[src/rtl/alu_pkg.sv]
// Shared ALU definitions: alu_control encodings and the exec-unit FSM state type.
package alu_pkg;

    localparam int unsigned ALU_CTRL_W = 3;

    localparam logic [ALU_CTRL_W-1:0] ALU_AND = 3'b000;
    localparam logic [ALU_CTRL_W-1:0] ALU_OR  = 3'b001;
    localparam logic [ALU_CTRL_W-1:0] ALU_ADD = 3'b010;
    localparam logic [ALU_CTRL_W-1:0] ALU_MUL = 3'b011;
    localparam logic [ALU_CTRL_W-1:0] ALU_SUB = 3'b110;
    localparam logic [ALU_CTRL_W-1:0] ALU_SLT = 3'b111;

    typedef enum logic {
        IDLE = 1'b0,
        MUL  = 1'b1
    } alu_state_e;

endpackage

[src/rtl/mul_shift_add.sv]
// Unsigned shift-add multiplier datapath: one multiplier bit retired per clock.
module mul_shift_add #(
    parameter int unsigned WIDTH = 32
) (
    input  logic                 clk,
    input  logic                 rst_n,
    input  logic                 load,
    input  logic [WIDTH-1:0]     src_a,
    input  logic [WIDTH-1:0]     src_b,
    output logic                 last_c,
    output logic [2*WIDTH-1:0]   product_nxt_c
);

    localparam int unsigned CW = $clog2(WIDTH + 1);
    localparam int unsigned SW = WIDTH + 1;

    logic [WIDTH-1:0]   mcand;
    logic [2*WIDTH-1:0] product;
    logic [CW-1:0]      count;
    logic [SW-1:0]      upper_sum;

    // Multiplier sits in the low half of product and shifts out as partial sums shift in.
    always_comb begin
        upper_sum     = {1'b0, product[2*WIDTH-1:WIDTH]}
                      + (product[0] ? {1'b0, mcand} : SW'(0));
        product_nxt_c = {upper_sum, product[WIDTH-1:1]};
    end

    assign last_c = (count == CW'(1));

    always_ff @(posedge clk or negedge rst_n) begin
        if (!rst_n) begin
            mcand   <= '0;
            product <= '0;
            count   <= '0;
        end else if (load) begin
            mcand   <= src_a;
            product <= {WIDTH'(0), src_b};
            count   <= CW'(WIDTH);
        end else if (count != CW'(0)) begin
            product <= product_nxt_c;
            count   <= count - CW'(1);
        end
    end

endmodule

[src/rtl/alu_exec_unit.sv]
// ALU execution unit: single-cycle logic/arith/slt, optional multi-cycle multiply.
// Multiply is built only when ALU_EXEC_MUL_EN is defined; otherwise op 011 is illegal.
module alu_exec_unit
    import alu_pkg::*;
#(
    parameter int unsigned WIDTH = 32
) (
    input  logic                  clk,
    input  logic                  rst_n,
    input  logic                  start,
    input  logic [ALU_CTRL_W-1:0] alu_control,
    input  logic [WIDTH-1:0]      src_a,
    input  logic [WIDTH-1:0]      src_b,
    output logic                  busy,
    output logic                  done,
    output logic [WIDTH-1:0]      result,
    output logic [WIDTH-1:0]      hi,
    output logic                  zero,
    output logic                  illegal
);

    logic [WIDTH-1:0] op_res_c;
    logic             op_ill_c;

    // Single-cycle result; anything not decoded here is illegal and yields zero.
    always_comb begin
        op_res_c = '0;
        op_ill_c = 1'b0;
        case (alu_control)
            ALU_AND: op_res_c = src_a & src_b;
            ALU_OR:  op_res_c = src_a | src_b;
            ALU_ADD: op_res_c = src_a + src_b;
            ALU_SUB: op_res_c = src_a - src_b;
            ALU_SLT: op_res_c = WIDTH'($signed(src_a) < $signed(src_b));
            default: op_ill_c = 1'b1;
        endcase
    end

`ifdef ALU_EXEC_MUL_EN

    alu_state_e         state;
    logic               mul_load;
    logic               mul_last_c;
    logic [2*WIDTH-1:0] product_nxt_c;

    assign mul_load = start && (state == IDLE) && (alu_control == ALU_MUL);

    mul_shift_add #(
        .WIDTH(WIDTH)
    ) u_mul (
        .clk           (clk),
        .rst_n         (rst_n),
        .load          (mul_load),
        .src_a         (src_a),
        .src_b         (src_b),
        .last_c        (mul_last_c),
        .product_nxt_c (product_nxt_c)
    );

    // Requests arriving in MUL are dropped; the final step's product is captured directly.
    always_ff @(posedge clk or negedge rst_n) begin
        if (!rst_n) begin
            state   <= IDLE;
            busy    <= 1'b0;
            done    <= 1'b0;
            illegal <= 1'b0;
            result  <= '0;
            hi      <= '0;
            zero    <= 1'b1;
        end else begin
            done <= 1'b0;
            if (state == IDLE) begin
                if (mul_load) begin
                    state <= MUL;
                    busy  <= 1'b1;
                end else if (start) begin
                    result  <= op_res_c;
                    zero    <= (op_res_c == '0);
                    illegal <= op_ill_c;
                    done    <= 1'b1;
                end
            end else if (mul_last_c) begin
                state   <= IDLE;
                busy    <= 1'b0;
                result  <= product_nxt_c[WIDTH-1:0];
                hi      <= product_nxt_c[2*WIDTH-1:WIDTH];
                zero    <= (product_nxt_c[WIDTH-1:0] == '0);
                illegal <= 1'b0;
                done    <= 1'b1;
            end
        end
    end

`else

    assign busy = 1'b0;
    assign hi   = '0;

    always_ff @(posedge clk or negedge rst_n) begin
        if (!rst_n) begin
            done    <= 1'b0;
            illegal <= 1'b0;
            result  <= '0;
            zero    <= 1'b1;
        end else begin
            done <= 1'b0;
            if (start) begin
                result  <= op_res_c;
                zero    <= (op_res_c == '0);
                illegal <= op_ill_c;
                done    <= 1'b1;
            end
        end
    end

`endif

endmodule

[config.mk]
export PLATFORM = sky130hd
export DESIGN_NAME = alu_exec_unit
export DESIGN_NICKNAME = d
export VERILOG_FILES = /design/src/rtl/alu_pkg.sv /design/src/rtl/mul_shift_add.sv /design/src/rtl/alu_exec_unit.sv
export SDC_FILE = /design/constraint.sdc
export NUM_CORES = 1
export LEC_CHECK = 0
export CAP_MARGIN = 20
export CORE_MARGIN = 2
export CORE_UTILIZATION = 25
export DETAILED_ROUTE_END_ITERATION = 8
export PLACE_DENSITY = 0.45
export SLEW_MARGIN = 20
export SYNTH_ARGS = -nofsm -noshare
export SYNTH_HDL_FRONTEND = slang
export SYNTH_SLANG_ARGS = --single-unit
[constraint.sdc]
create_clock -name clk -period 2.2 [get_ports clk]
set_input_delay 0.22 -clock clk [delete_from_list [all_inputs] [get_ports clk]]
set_output_delay 0.22 -clock clk [all_outputs]
set_load 0.1 [all_outputs]
Yosys cells after proc, flatten, opt, wreduce, memory -nomap -nowiden --
Cells that the tools add are included.
Operators by class: add/sub/neg operators 2, order comparisons 1, eq/ne operators 4, muxes and demuxes 3, bitwise logic cells 2, reductions and logical operators 3
Operator list (count):
- $pmux 32 s5 | 1
- $add 32x32->32 | 1
- $and 32x32->32 | 1
- $logic_not 32->1 | 1
- $lt 32x32->1 | 1
- $or 32x32->32 | 1
- $sub 32x32->32 | 1
- $eq 3x3->1 const B | 2
- $reduce_or 5->1 | 1
- $eq 3x1->1 const B | 1
- $eq 3x2->1 const B | 1
- $logic_not 3->1 | 1
- $mux 1 | 2
Storage, ports and cells: register bits after elaboration 35, output and inout bits 68

Depth between registers and ports, before layout --
Gate-level depths: netlist of the first run.
word-level depth 3, gate-level depth with buffers 14, gate-level depth less buffers 14

Worst setup path after synthesis of the first run --
Ideal clock, no wire load.
path type input port to flip-flop, start input src_a[0], end register zero, library setup time 62 ps, arrival time 3254 ps, path slack -1116 ps, stages on the path 13, path through ha_1 -> fa_1 -> a21o_1 -> a221oi_1 -> mux2i_1 -> nand4b_1 -> or4_1 -> a21oi_1 -> o2111ai_1 -> nor4_1 -> nand4_1 -> nor4_1 -> a41o_1
On the way: longest elaborated chain between the ends 3
Ends and longest elaborated chain:
- start, declared | RTL line alu_exec_unit.sv:12 | input logic [WIDTH-1:0] src_a,
- $sub 32x32->32, or another cell as far along | RTL line alu_exec_unit.sv:33 | ALU_SUB: op_res_c = src_a - src_b;
- $pmux 32 s5 (*) | RTL line alu_exec_unit.sv:29 | case (alu_control)
- $logic_not 32->1 (*) | RTL line alu_exec_unit.sv:109 | zero <= (op_res_c == '0);
- end signal, assigned | RTL line alu_exec_unit.sv:109
- end, declared | RTL line alu_exec_unit.sv:18 | output logic zero,
Mark *: on every way between the ends. The rest lies on a longest branch, timed or not. A chain may end at the register's enable or synchronous reset.

Final worst setup path of the first run --
start input src_a[1], end register zero
The elaborated chain is that of the path after synthesis.

==> impl_metrics.ini, run 1 <==
[cts]
ctsHoldBuffers = 0
h-tree-depth = 2
cts.clk_slew.worst_paths_ps = 50
cts_buffers = 5
clockBufferDepth = 2
root_buffer = clkbuf_16
cts_tree = done
cts_sinks = 35
insertion_delay_ps = 280

[floorplanning]
die_area_um2 = 29900
rows = 61
pin_count = 138
start_util_pct = 25.5
coreArea_um2 = 27900
die_h_um = 173
dieWidth_um = 173

[logic_synthesis]
synth_most_common_cell = inv_1
synth_commonest_cells = 125 x inv_1, 98 x ha_1, 82 x nor2_1
synthCells = 1009
ys_seq_area_share_pct = 12.3
yosys.cell_types.count = 81
ys_async_sr_fraction_pct = 100
ys.flop_type = dfrtp_1
netlist_area_um2 = 7130
synth_area_leaders = ha_1 17%, dfrtp_1 12%, inv_1 6.6%
synth_largest_area_cell = ha_1
synth_top_area_share_pct = 17.2
ys.warnings.count = 0
ys_seq_elements = 35
synth-edff-count = 0
syn_avg_cell_area_um2 = 7.07

[timing]
fin_ws_ps = -948
finalHoldViolCount = 0
period_minus_slack_ps = 3150
slew_headroom_pct = 44.2
rsz0062_at_grt = true
clock.fmax_mhz = 318
min_period_over_period_pct = 143
worstMarginPinSlew_ps = 838
finalSetupViolations = 25
skew_ps = 0
slew_violations = 0
fin_tns_setup_ps = -11770

[setup_path]
cp_cell_sequence = buf_6, buf_6, ha_1, o21bai_4, buf_4, buf_4, a211oi_1, o21a_1, o31ai_1, or4_1, a21oi_1, o2111ai_1, nor4_2, nand4_1, nor4_2, a41o_1
critical_path.startpoint_type = input port
max_stage_delay_ps = 530
endpoint_kind = flip-flop
critPathTopFamily = compound AO/OA/AOI/OAI gates
cp_num_buf_inv = 4
worstSetupPathType = in -> reg
cp.required_ps = 2430
crit_fanout = 3
arrival_ps = 3380
cpMaxStageDelayCell = or4_1

[power]
switching_share_pct = 48.3
p_clk_share_pct = 12.3
p_comb_share_pct = 74.5
ir_drop_mv = 0.250
power_mw = 5.77
p_leak_nw = 6.23
powerDensity_nw_per_um2 = 425
intPower_mw = 2.99
power_frac_seq_pct = 13.2
power.switching_mw = 2.79

[route]
drc_errors = 0
vias = 9223
wl_per_cell_um = 17.4
drt-total-wl_mm = 33.0
firstDrtPassIters = 5
first_iter_violations = 473
ant_nets = 0
avgViaCountPerCell = 4.88

[place]
dpl.hpwl_mm = 26.7
gp_congestion = 0.946
io_buffers = 104
post_dp_cell_area_um2 = 11300

[finish]
area_growth_syn_to_layout_pct = 90.3
postLayoutCoreUtil_pct = 48.6
num-nets-final = 1681
finalInstanceArea_um2 = 13600
final_layout_size_suffix_gt1_share_pct = 52.3

[global_routing]
grt_start_max_net_pins = 47
grt_pass1_wl_mm = 51.3
antenna_found_initial = 1
grt_pass1_vias = 9185
grt_overflow = 0
grt_use_total_pct = 21.4

[run_status]
outcome = complete, but fails checks
failed_checks = setup timing

[worst_hold_path]
hold_path.class = in -> async

[run]
cap_violations = 0
-- metrics by stage --
| step | worst slack [ps] | instances | hold slack, ps |
|---|---|---|---|
| 4_1_cts | -926 | 1852 | 66.0 |
| 3_3_place_gp | -1810 | 1801 | 365 |
| 2_1_floorplan | -766 | 1041 | -75.6 |
| 3_5_place_dp | -1850 | 1801 | 371 |
| 6_report | -948 | 1890 | 31.8 |
| 5_1_grt | -1110 | 1889 | 106 |
-- sequential cells by signal, summed over array words and instances (netlist names) --
| register | flops |
|---|---|
| zero | 1 |
| done | 1 |
| illegal | 1 |
| result | 32 |
-- per-layer routing --
layer	global-route usage, %	part of all wire (%)	vias up
met2	38.2	50	224
met3	2.35	3.8	49
met5	0	0	-
met1	27.7	44	4398
met4	4.84	2.2	0
li1	-	-	4552
-- kinds of logic (layout without fill, tap and decap cells) --
logic type / Yosys count / count (layout) / synth area share [%]
mux: 21 / 21 / 2.98
other cells: 1 / 34 / 0.0526
simple gates: 298 / 298 / 20.8
fa+ha+maj: 100 / 100 / 17.7
buf+inv: 218 / 688 / 13.3
flops: 35 / 35 / 12.3
xor+xnor: 17 / 17 / 2.19
compound gates: 319 / 319 / 30.6
-- power by group through the flow --
stage	clock network, mW	logic, mW	registers (mW)
final	0.711	4.30	0.763
after global placement	0	3.54	0.773
after detailed placement	0	3.54	0.775
after global routing	0.760	4.55	0.773
after floorplan	0	1.56	1.28
after CTS	0.726	4.02	0.765
-- area by class of cell --
| class | instances | area [um^2] |
|---|---|---|
| inverters | 128 | 508 |
| diodes | 1 | 2.50 |
| fillers | 2781 | 14400 |
| repair buffers | 553 | 4560 |
| multi-input cells | 788 | 7010 |
| flip-flops and latches | 35 | 877 |
| clock buffers | 6 | 139 |
| well taps | 378 | 473 |
| clock inverters | 1 | 5.00 |
-- what timing repair did --
| item | 4_1_cts | 5_1_grt |
|---|---|---|
| setup buffers | 50 | 47 |
| pin swaps | 105 | 95 |
| gates cloned | 0 | 1 |
| resized for setup | 346 | 163 |
| setup endpoints to repair | 31 | 28 |
-- layout by cell type, fill, tap and decap left out, types with 17 or more instances in the layout --
cell type        Yosys  final
ha_4                 0     29
conb_1               1     33
nor3_1              31     22
a21oi_1             68     43
nand4_1             17     17
buf_4               33    414
nor2_1              82     69
o21ai_0             46     30
inv_2                3     40
nor2b_1             25     20
buf_6                1     66
nand2_1             62     52
dfrtp_1             34     34
mux2i_1             19     17
ha_1                98     65
clkdlybuf4s50_1      0     22
clkbuf_2             0     18
inv_1              125     81
o211ai_1            19     19
-- path summary, 6_finish.rpt --
path | start | slack [ps] | end | cells after the start
max in group asynchronous | rst_n | 1630 | result[8]$_DFFE_PN0P_ | 1
worst max-delay path | src_a[1] | -950 | zero$_DFFE_PN1P_ | 16
worst min-delay path | rst_n | 30 | result[22]$_DFFE_PN0P_ | 1
min in group clk | start | 460 | result[2]$_DFFE_PN0P_ | 5
worst max register to register | result[3]$_DFFE_PN0P_ | 1340 | result[3]$_DFFE_PN0P_ | 2
worst min register to register | result[8]$_DFFE_PN0P_ | 480 | result[8]$_DFFE_PN0P_ | 1
(Power assumes the default switching activity.)
==> inputs of run 2 (changes only) <==
TNS_END_PERCENT = 10   (was default)
==> impl_metrics.ini, run 2 (synthesis results as in run 1) <==
[run_status]
outcome = complete, but fails checks
failed_checks = setup timing

[setup_path]
cpMaxStageDelayCell = or4_4
cp_cell_sequence = clkdlybuf4s15_1, buf_6, fa_2, a21o_1, a221oi_4, mux2i_1, nand4b_1, or4_4, a21oi_2, o2111ai_2, nor4_2, buf_4, nand4_1, nor4_2, a41o_1
arrival_ps = 3480
max_stage_delay_ps = 510
crit_fanout = 3
critical_path.startpoint_type = input port
endpoint_kind = flip-flop
cp.required_ps = 2420
worstSetupPathType = in -> reg
crit_path_frequent_cell = nor4_2

[run]
cap_violations = 0

[route]
ant_nets = 0
firstDrtPassIters = 5
first_iter_violations = 585
vias = 9047
avgViaCountPerCell = 4.87
drt-total-wl_mm = 32.7
wl_per_cell_um = 17.6
drc_errors = 0

[place]
io_buffers = 104
dp.cells = 1804
gp_congestion = 0.966
dpl.hpwl_mm = 26.7
post-place-ws_ps = -1890

[timing]
finalHoldViolCount = 0
slew_violations = 0
period_minus_slack_ps = 3260
slew_headroom_pct = 45.4
worstMarginPinSlew_ps = 820
min_period_over_period_pct = 148
fin_ws_ps = -1060
skew_ps = 0
fin_tns_setup_ps = -12000
clock.fmax_mhz = 307
finalSetupViolations = 26
rsz0062_at_grt = true

[power]
powerDensity_nw_per_um2 = 430
ir_drop_mv = 0.263
power_mw = 5.51
p_leak_nw = 5.96

[global_routing]
grt_pass1_vias = 9144
grt_pass1_wl_mm = 50.5
antenna_found_initial = 0
grt_overflow = 0
grt_start_max_net_pins = 47
grt_use_total_pct = 21.0

[cts]
root_buffer = clkbuf_16
clockBufferDepth = 2
cts_buffers = 5
cts_sinks = 35
ctsHoldBuffers = 0
cts.clk_slew.worst_paths_ps = 50
insertion_delay_ps = 280
cts_tree = done
h-tree-depth = 2

[floorplanning]
rows = 61
die_h_um = 173
start_util_pct = 25.5
pin_count = 138
dieWidth_um = 173
coreArea_um2 = 27900
die_area_um2 = 29900

[finish]
top_register = result
final_cell_mix = 420 x buf_4, 82 x inv_1, 71 x nor2_1
area_growth_syn_to_layout_pct = 79.7
antenna_cells = 0
seqCellArea_um2 = 877
instances_no_fill = 1859
num-nets-final = 1650
final_common_cell = buf_4
largest_reg_flops = 32
final_layout_size_suffix_gt1_share_pct = 48.1
n_fill_cell = 2861
postLayoutCoreUtil_pct = 45.9
multi_input_area_um2 = 6610

[worst_hold_path]
hold_path.class = in -> async
run 2: changes by cell type in the layout (fill, tap and decap cells not counted), moves of 4 or more:
| cell | previous run | this run |
|---|---|---|
| o22ai_2 | 14 | 3 |
| dlymetal6s2s_1 | 2 | 8 |
| buf_6 | 66 | 21 |
| a21oi_4 | 11 | 6 |
| clkbuf_2 | 18 | 13 |
| inv_4 | 6 | 2 |
| nand3_4 | 5 | 0 |
| nand2_2 | 8 | 3 |
| a21oi_1 | 43 | 48 |
| nor3_2 | 5 | 9 |
| nand2_1 | 52 | 59 |
| o22ai_1 | 11 | 22 |
| ha_2 | 4 | 9 |
| buf_4 | 414 | 420 |
run 2: what timing repair did:
item | CTS | global route
setup buffers | 24 | 23
gates resized for setup | 238 | 155
pin swaps | 61 | 53
endpoints found under the setup margin | 31 | 29
cloned | 0 | 1
run 2: worst paths after layout:
path,from,to,slack (ps),cells past startpoint
worst max-delay path,src_a[1],zero$_DFFE_PN1P_,-1060,15
worst min-delay path,rst_n,result[10]$_DFFE_PN0P_,30,1
worst max register to register,result[3]$_DFFE_PN0P_,result[3]$_DFFE_PN0P_,1340,2
worst min register to register,result[8]$_DFFE_PN0P_,result[8]$_DFFE_PN0P_,480,1
max in group asynchronous,rst_n,result[9]$_DFFE_PN0P_,1650,1
min in group clk,start,result[2]$_DFFE_PN0P_,460,5
run 2: worst max-delay path: cells and delay by family:
kind | cells | cell delay (ps)
adders and majority gates | 1 | 390
and+or+nand+nor | 5 | 1200
muxes | 1 | 210
AOI/OAI and AO/OA | 5 | 960
buffers and inverters | 3 | 500
run 2: area by class of cell:
type                            count  share of cell area (%)
Tap cell                          378                    3.69
Clock buffer                        7                    1.11
Multi-Input combinational cell    788                    51.5
Clock inverter                      1                  0.0390
Sequential cell                    35                    6.84
Timing Repair Buffer              522                    32.9
Inverter                          128                    3.88
run 2: layer usage:
| layer | vias up | share of wire [%] | track usage (%) | wire (um) |
|---|---|---|---|---|
| li1 | 4499 | - | - | - |
| met1 | 4287 | 46 | 27.9 | 15000 |
| met2 | 225 | 49 | 37.3 | 16100 |
| met3 | 36 | 3.1 | 1.58 | 1020 |
| met4 | 0 | 1.9 | 3.74 | 607 |
| met5 | - | 0 | 0 | 0 |
run 2: report_power, final:
| group | leakage, nW | switching [mW] | total [mW] | internal, mW |
|---|---|---|---|---|
| Clock | 0.0739 | 0.276 | 0.726 | 0.449 |
| Combinational | 5.44 | 2.36 | 4.03 | 1.67 |
| Sequential | 0.448 | 0.0447 | 0.759 | 0.715 |
| Total | 5.96 | 2.68 | 5.51 | 2.83 |
run 2: per-stage QoR:
stage	hold WS (ps)	cell area [um^2]
after floorplan	-75.6	7310
after detailed placement	366	11100
after global routing	107	12800
final	30.3	12800
after CTS	76.9	12200
after global placement	383	11100
==> inputs of run 3 (changes only) <==
CORE_UTILIZATION = 35   (was 25)
PLACE_DENSITY = 0.59   (was 0.45)
==> impl_metrics.ini, run 3 (synthesis results as in run 1) <==
[finish]
antenna_cells = 0
top_register = result
postLayoutCoreUtil_pct = 61.4
num-nets-final = 1632
final_layout_size_suffix_gt1_share_pct = 45.0
largest_reg_flops = 32
final_cell_mix = 410 x buf_4, 94 x inv_1, 74 x nor2_1
area_growth_syn_to_layout_pct = 73.1
n_fill_cell = 1814
final_common_cell = buf_4

[floorplanning]
coreArea_um2 = 20100
die_area_um2 = 21500
dieWidth_um = 147
pin_count = 138
start_util_pct = 35.5
die_h_um = 147
rows = 52

[run]
cap_violations = 0

[cts]
clockBufferDepth = 2
cts_tree = done
cts_buffers = 5
root_buffer = clkbuf_16
ctsHoldBuffers = 0
h-tree-depth = 2
cts.clk_slew.worst_paths_ps = 60
insertion_delay_ps = 270
cts_sinks = 35

[place]
dpl.hpwl_mm = 25.1
gp_congestion = 0.980
post-place-ws_ps = -1740
io_buffers = 104

[setup_path]
cpMaxStageDelayCell = or4_4
critical_path.startpoint_type = input port
worstSetupPathType = in -> reg
endpoint_kind = flip-flop
cp_num_buf_inv = 3
arrival_ps = 3600
crit_fanout = 3
max_stage_delay_ps = 470
critPathTopFamily = simple AND/OR/NAND/NOR gates
cp_cell_sequence = buf_6, buf_6, ha_4, fa_2, a21o_1, buf_4, a21oi_1, mux2i_1, nand4_1, or4_4, a21oi_2, o2111ai_2, nor4_2, nand4_1, nor4_1, a41o_1
cp.required_ps = 2420

[global_routing]
antenna_found_initial = 0
grt_pass1_wl_mm = 48.5
grt_pass1_vias = 9215
grt_overflow = 0
grt_start_max_net_pins = 47
grt_use_total_pct = 28.1

[timing]
clock.fmax_mhz = 296
slew_headroom_pct = 44.1
fin_ws_ps = -1180
fin_tns_setup_ps = -12830
worstMarginPinSlew_ps = 839
period_minus_slack_ps = 3380
min_period_over_period_pct = 154
skew_ps = 0
finalSetupViolations = 27
finalHoldViolCount = 0
rsz0062_at_grt = true
slew_violations = 0

[run_status]
failed_checks = setup timing
outcome = complete, but fails checks

[route]
wl_per_cell_um = 17.9
firstDrtPassIters = 5
first_iter_violations = 569
ant_nets = 0
vias = 9195
avgViaCountPerCell = 5.31
drc_errors = 0
drt-total-wl_mm = 31.0

[worst_hold_path]
hold_path.class = in -> async

[power]
power_mw = 5.48
ir_drop_mv = 0.349
powerDensity_nw_per_um2 = 444
p_leak_nw = 5.79
## run 3: layout make-up
class	count	area [um^2]	area share [%]
timing repair buffer	504	4000	32.4
sequential	35	877	7.10
clock inverter	3	43.8	0.355
multi-input combinational	788	6470	52.4
tap	270	338	2.74
clock buffer	5	125	1.01
inverter	128	498	4.03
## run 3: through the flow
step | cells | cell area [um^2] | hold WS (ps)
after global placement | 1689 | 10900 | 356
after global routing | 1733 | 12300 | 104
final | 1733 | 12300 | 41.8
after detailed placement | 1689 | 10900 | 367
after CTS | 1730 | 12200 | 73.3
after floorplan | 1041 | 7310 | -75.6
## run 3: power breakdown
part | leakage [nW] | internal [mW] | switching, mW
clock network | 0.0838 | 0.534 | 0.287
registers | 0.448 | 0.714 | 0.0424
logic | 5.26 | 1.59 | 2.32
## run 3: repair_timing
item                                    in CTS  in global routing
hold endpoints to repair                     0                  0
pin swaps                                   76                 37
endpoints found under the setup margin      31                 28
setup buffers                               34                  4
gates resized for setup                    260                 51
## run 3: path summary, 6_finish.rpt
check | to | slack [ps] | cells past startpoint | start
max | zero$_DFFE_PN1P_ | -1180 | 16 | src_a[0]
max reg2reg | zero$_DFFE_PN1P_ | 1340 | 2 | zero$_DFFE_PN1P_
min reg2reg | illegal$_DFFE_PN0P_ | 490 | 1 | illegal$_DFFE_PN0P_
min | result[19]$_DFFE_PN0P_ | 40 | 1 | rst_n
max in group asynchronous | result[18]$_DFFE_PN0P_ | 1630 | 1 | rst_n
min in group clk | illegal$_DFFE_PN0P_ | 490 | 1 | illegal$_DFFE_PN0P_
## run 3: metal layers
layer / track usage (%) / share of wire (%)
met3: 3.42 / 5.5
met2: 49.4 / 48
met1: 35.4 / 42
met5: 0 / 0
met4: 9.90 / 3.9
